**src/rtl/router_sync_n.sv**
```systemverilog
// router_sync_n: bridges the router input FSM to NUM_CH output FIFOs.
// Latches the packet destination, decodes one-hot FIFO write enables,
// returns the addressed FIFO's full flag, flags out-of-range addresses,
// and runs a per-channel watchdog that soft-resets FIFOs left unread.
module router_sync_n #(
  parameter int NUM_CH  = 3,
  parameter int ADDR_W  = 2,
  parameter int TIMEOUT = 30
) (
  input  logic              clk,
  input  logic              reset_in,
  input  logic              detect_add,
  input  logic [ADDR_W-1:0] data_in,
  input  logic              write_en_reg,
  input  logic [NUM_CH-1:0] read_en,
  input  logic [NUM_CH-1:0] empty,
  input  logic [NUM_CH-1:0] full,
  output logic [NUM_CH-1:0] write_en,
  output logic              fifo_full,
  output logic [NUM_CH-1:0] valid_out,
  output logic [NUM_CH-1:0] soft_rst,
  output logic              addr_err
);

  localparam int              CNT_W    = (TIMEOUT > 1) ? $clog2(TIMEOUT) : 1;
  localparam logic [CNT_W-1:0] CNT_MAX = CNT_W'(TIMEOUT - 1);
  // One extra bit so NUM_CH == 2**ADDR_W is still representable.
  localparam logic [ADDR_W:0] CH_LIMIT = (ADDR_W + 1)'(NUM_CH);

  logic [ADDR_W-1:0] addr_reg;
  logic [CNT_W-1:0]  cnt [NUM_CH];
  logic [NUM_CH-1:0] wait_v;

  // Destination register: captured on the address strobe, held otherwise.
  always_ff @(posedge clk or negedge reset_in) begin
    if (!reset_in) begin
      addr_reg <= '0;
    end else if (detect_add) begin
      // NOTE: sequential state uses non-blocking assignments so every flop
      // samples pre-edge values, independent of block ordering.
      addr_reg <= data_in;
    end
  end

  assign addr_err  = ({1'b0, addr_reg} >= CH_LIMIT);
  assign valid_out = ~empty;
  assign wait_v    = valid_out & ~read_en;

  // Decode the latched address into a write strobe and pick its full flag;
  // an out-of-range address selects nothing, so the payload is dropped.
  always_comb begin
    // NOTE: defaults first so every path assigns every output (no latches).
    write_en  = '0;
    fifo_full = 1'b0;
    for (int i = 0; i < NUM_CH; i++) begin
      if (!addr_err && (addr_reg == ADDR_W'(i))) begin
        write_en[i] = write_en_reg;
        fifo_full   = full[i];
      end
    end
  end

  // Per-channel watchdog: count consecutive unread-valid cycles and fire a
  // one-cycle soft reset on the TIMEOUT-th, then start counting again.
  always_ff @(posedge clk or negedge reset_in) begin
    if (!reset_in) begin
      // NOTE: the counter array is a few flops, not RAM, so it is reset
      // along with the rest of the state.
      for (int i = 0; i < NUM_CH; i++) cnt[i] <= '0;
      soft_rst <= '0;
    end else begin
      for (int i = 0; i < NUM_CH; i++) begin
        if (!wait_v[i]) begin
          cnt[i]      <= '0;
          soft_rst[i] <= 1'b0;
        end else if (cnt[i] == CNT_MAX) begin
          cnt[i]      <= '0;
          soft_rst[i] <= 1'b1;
        end else begin
          cnt[i]      <= cnt[i] + CNT_W'(1);
          soft_rst[i] <= 1'b0;
        end
      end
    end
  end

endmodule

```
**config.mk**
```make
export PLATFORM = sky130hd
export DESIGN_NAME = router_sync_n
export DESIGN_NICKNAME = d
export VERILOG_FILES = /design/src/rtl/router_sync_n.sv
export SDC_FILE = /design/constraint.sdc
export NUM_CORES = 1
export LEC_CHECK = 0
export CAP_MARGIN = 20
export CORE_UTILIZATION = 45
export CTS_BUF_LIST = sky130_fd_sc_hd__clkbuf_4
export DETAILED_ROUTE_END_ITERATION = 16
export PLACE_DENSITY = 0.76
export SLEW_MARGIN = 20
export SYNTH_ARGS = -nofsm -noshare
export SYNTH_HDL_FRONTEND = slang
export SYNTH_SLANG_ARGS = --single-unit
```
**constraint.sdc**
```tcl
create_clock -name clk -period 1.5 [get_ports clk]
set_clock_uncertainty 0.2 [all_clocks]
set_input_delay 0.3 -clock clk [delete_from_list [all_inputs] [get_ports clk]]
set_output_delay 0.3 -clock clk [all_outputs]
set_load 0.005 [all_outputs]
```
==> out/metrics.csv, run 1 <==
metric;value;unit
outcome;finished with violations;
failed_checks;setup timing;
antenna_found_initial;0;
drt-initial-drc-count;6;
cts_root_buf;clkbuf_4;
routedWlPerCell;11.3;µm
port_buffers;25;
slowest_delay;450;ps
p_per_area;893;nW/µm²
globalplace.congestion;0.717;
cts.sinks;20;
grt_pass1_wl;2.62;mm
cp.arrival;1200;ps
gr-total-overflow;0;
ioPinCount;26;
drv_slew;0;
period_share;1.13;
start_kind;register;
synth.area.top_cells;dfrtp_1 (56%), ha_1 (8.4%), nor2_1 (7.5%), xor2_1 (5.9%), nand3_1 (3.4%);
dr_total_vias;698;
p_leak;0.632;nW
yosysTopAreaCell;dfrtp_1;
drc;0;
vdd_drop_max;850;µV
grt_pass1_vias;644;
antennaDiodeCount;0;
synth_top_area_share;0.559;
crit_required;1000;ps
hold_class;primary input to asynchronous set/reset pin;
insertion_delay;290;ps
largest_reg_flops;15;
finalWorstSetupSlack;-200;ps
clockBufferDepth;2;
setup_viol;5;
tritoncts;done;
rsz0062_at_grt;true;
final_cell_count_no_fill;145;
wl;1.64;mm
cp_slowest_cell;dfrtp_2;
area_growth_syn_to_layout;42.2;%
fmax;588;MHz
cp_top_family;flip-flops;
start_util;0.497;
place_inst;137;
rows;15;
cts_buffers;3;
avgViaCountPerCell;4.81;
dieArea;2170;µm²
synthArstFlopShare;1.00;
crit_fanout;4;
grt_max_degree;21;
synth_seq_cells;20;
slew_headroom;0.837;
yosysMostFrequentCell;dfrtp_1;
dp_hpwl;1.22;mm
worst_pin_slew;244;ps
syn_area;896;µm²
synth_commonest_cells;dfrtp_1 (20), nor2_1 (18);
final_nets;142;
end_kind;primary output;
htree_levels;1;
finalSetupTns;-688;ps
final.min_clock_period;1700;ps
cp_cell_sequence;buf_6, mux2i_1, o21ai_1, buf_2;
synth.distinct_cells;17;
critPathBufInv;2;
drtPass1Iterations;2;
dp_slack;-497;ps
hold_viol;0;
synth-edff-count;0;
power;1.14;mW
synth_warnings;0;
synth_cells;83;
yosysSeqAreaShare;0.559;
syn_avg_cell_area;10.8;µm²
die_w;46.6;µm
timing.hold.ws;124;ps
globalRouteTotalUtil;0.174;
path_class;register to primary output;
fillers;145;
clk_pin_slew_worst_paths;110;ps
drv_cap;0;
synth_flop_cell;dfrtp_1;
die_h;46.6;µm
layout-drive-gt1-share;0.183;
synthesis.nets;104;
core_area;1800;µm²
ant_nets;0;
==> power by group <==
part | internal, mW | total [mW] | switching (mW)
clock | 0.270 | 0.426 | 0.157
combinational | 0.0886 | 0.144 | 0.0558
sequential | 0.552 | 0.567 | 0.0143
total | 0.911 | 1.14 | 0.227
==> per-layer routing <==
metal,up-vias,share of wire,global-route usage
met1,332,0.41,0.184
met5,-,0,0
met3,2,0.070,0.0353
met2,19,0.51,0.319
li1,345,-,-
met4,0,0.0080,0.0857
==> worst register-to-register path, stage by stage (launching register included) <==
cell and delay (ps):
dfrtp_1 430, ha_1 220, nand4_1 110, nand2_1 120, nor2_1 140
==> cell families after synthesis <==
logic type / after synthesis / share of synthesized area
muxes: 3 / 0.0363
xor gates and xnor gates: 9 / 0.0880
adders and majority gates: 6 / 0.0838
buffers and inverters: 6 / 0.0251
AOI/OAI and AO/OA: 1 / 0.00558
and+or+nand+nor: 38 / 0.203
DFF: 20 / 0.559
==> layout by cell type, fill, tap and decap left out, types with 2 or more instances in the layout <==
cell and n:
dfrtp_1 19, nor2_1 18, clkdlybuf4s50_1 11, dlygate4sd2_1 8
inv_1 6, nand3_1 6, xor2_1 6, ha_1 6
buf_4 5, buf_2 4, nand4_1 3, nand2_1 3
xnor2_1 3, nor3_1 3, clkbuf_4 3, buf_6 3
and3b_1 2, mux2_2 2
==> timing repair <==
item	4_1_cts	5_1_grt
setup buffers	4	0
resized for setup	32	3
hold buffers	0	0
endpoints found under the setup margin	11	5
==> final timing paths <==
path | start | end | slack, ps | cells past startpoint
max | addr_reg[0]$_DFFE_PN0P_ | fifo_full | -200 | 4
min | reset_in | cnt[13]$_DFF_PN0_ | 120 | 2
max reg2reg | cnt[10]$_DFF_PN0_ | cnt[14]$_DFF_PN0_ | 210 | 4
min reg2reg | cnt[5]$_DFF_PN0_ | cnt[5]$_DFF_PN0_ | 300 | 1
max in group asynchronous | reset_in | addr_reg[0]$_DFFE_PN0P_ | 760 | 2
min in group clk | empty[0] | soft_rst[0]$_DFF_PN0_ | 190 | 3
==> metrics by stage <==
step                      instance area [µm²]   util
after floorplan                           896      -
after global placement                   1210  0.670
after detailed placement                 1210  0.670
after CTS                                1270  0.707
after global routing                     1270  0.707
final                                    1270  0.707
==> cell type report <==
cell class                 instances  area, µm²  area share
clock inverter                     1       30.0      0.0236
clock buffer                       3       22.5      0.0177
inverter                           6       22.5      0.0177
timing repair buffer              33        288       0.226
multi-input combinational         57        378       0.297
sequential                        20        502       0.394
tap                               25       31.3      0.0246
No activity file was read; power rests on OpenSTA's default activity.
==> inputs of run 2 (changes only) <==
Settings changed: SLEW_MARGIN 20 to 10.
==> results of run 2 <==
Same layout as run 1: the final DEF is identical, and so are final timing and power.
==> inputs of run 3 (changes only) <==
Settings changed: SETUP_SLACK_MARGIN from default to 0.3.
==> run 3 against run 2 <==
Net effect: the run still ends with setup timing left; count of clock-buffer cells in the layout did not move; non-clock buffer count rose by 4; routed wire length rose by 5.8%; via count rose by 1.9%; critical path type unchanged.
==> out/metrics.csv, run 3 (same netlist as run 1, synthesis figures left out) <==
metric;value;unit
outcome;finished with violations;
failed_checks;setup timing;
cp_slowest_cell;dfrtp_1;
drv_slew;0;
globalplace.congestion;0.750;
tritoncts;done;
setup_viol;5;
port_buffers;25;
p_leak;0.619;nW
grt_pass1_vias;575;
cp_cell_sequence;buf_6, mux2i_1, o21ai_1, buf_2;
area_growth_syn_to_layout;46.1;%
clk_pin_slew_worst_paths;110;ps
regArea;500;µm²
path_class;register to primary output;
crit_fanout;3;
final_common_cell;dfrtp_1;
period_share;1.14;
gr-total-overflow;0;
final_nets;146;
finalSetupTns;-821;ps
reg2reg_slack;200;ps
drt-initial-drc-count;4;
die_w;46.6;µm
final.min_clock_period;1710;ps
routedWlPerCell;11.6;µm
cts.sinks;20;
grt_pass1_wl;2.40;mm
fmax;583;MHz
timing.hold.ws;119;ps
die_h;46.6;µm
reg2regPathDepth;5;
power;0.983;mW
multi_input_area;428;µm²
finalCoreUtilization;0.726;
start_util;0.497;
htree_levels;1;
worst_pin_slew;250;ps
grt_max_degree;21;
ant_nets;0;
slowest_delay;430;ps
mostFrequentLayoutCells;dfrtp_1 (20), nor2_1 (12), clkdlybuf4s50_1 (11), buf_2 (11), buf_4 (8);
dr_total_vias;711;
fillers;146;
antennaDiodeCount;0;
avgViaCountPerCell;4.77;
vdd_drop_max;567;µV
hold_class;primary input to asynchronous set/reset pin;
end_kind;primary output;
slew_headroom;0.833;
ioPinCount;26;
cts_hold_buf;0;
crit_required;1000;ps
drc;0;
dp_hpwl;1.14;mm
dieArea;2170;µm²
finalWorstSetupSlack;-214;ps
largest_reg_flops;15;
drtPass1Iterations;4;
start_kind;register;
dp_slack;-465;ps
layout-drive-gt1-share;0.371;
r2r_end;cnt[5]$_DFF_PN0_;
cts_root_buf;clkbuf_4;
globalRouteTotalUtil;0.168;
drv_cap;0;
wl;1.73;mm
cts_buffers;3;
cp.arrival;1210;ps
core_area;1800;µm²
antenna_found_initial;0;
r2r_start;cnt[6]$_DFF_PN0_;
p_per_area;751;nW/µm²
rows;15;
insertion_delay;300;ps
clockBufferDepth;2;
rsz0062_at_grt;true;
hold_viol;0;
[run 3: changes by cell type in the layout (fill, tap and decap cells not counted), sizes merged]
cell           previous run  this run
clkinv                    0         1
clkbuf                    4         3
buf                      12        23
bufinv                    1         0
dlygate4sd2               8         0
clkdlybuf4s15             1         3
[run 3: critical path: cells and delay by family (launching register included)]
family                 cells  cell delay (ps)
flip-flops                 1              430
multiplexers               1              170
buffers and inverters      2              240
AO/OA/AOI/OAI              1               70
[run 3: area by class of cell]
cell class,count,area share
tap,25,0.0239
clock inverter,1,0.00287
timing repair buffer,37,0.229
multi-input combinational,57,0.327
sequential,20,0.382
inverter,6,0.0172
clock buffer,3,0.0172
[run 3: worst max path at each step]
stage / start / to / slack, ps / cells after the start
6_report: addr_reg[0]$_DFFE_PN0P_ / fifo_full / -210 / 4
5_1_grt: addr_reg[0]$_DFFE_PN0P_ / fifo_full / -280 / 4
4_1_cts: addr_reg[0]$_DFFE_PN0P_ / fifo_full / -240 / 4
3_5_place_dp: write_en_reg / write_en[0] / -470 / 3
3_3_place_gp: write_en_reg / write_en[0] / -470 / 3
2_1_floorplan: cnt[10]$_DFF_PN0_ / cnt[14]$_DFF_PN0_ / 310 / 4
[run 3: stage by stage]
step	cell area, µm²	std cells
after global placement	1210	137
after global routing	1310	149
final	1310	149
after detailed placement	1210	137
after CTS	1260	146
after floorplan	898	83
[run 3: what timing repair did]
action	CTS	global route
pin swaps	9	10
endpoints found under the setup margin	27	29
gates resized for setup	60	11
setup buffers	5	3
[run 3: report_power, final]
part           total, mW  internal, mW  switching (mW)
registers          0.565         0.552          0.0135
logic              0.162        0.0999          0.0621
clock network      0.256        0.0969           0.159
total              0.983         0.749           0.234
[run 3: routing by layer]
metal,vias up,GRT usage,part of all wire
met2,25,0.264,0.45
met1,325,0.201,0.45
met3,5,0.0588,0.079
met5,-,0,0
li1,356,-,-
met4,0,0.0857,0.021
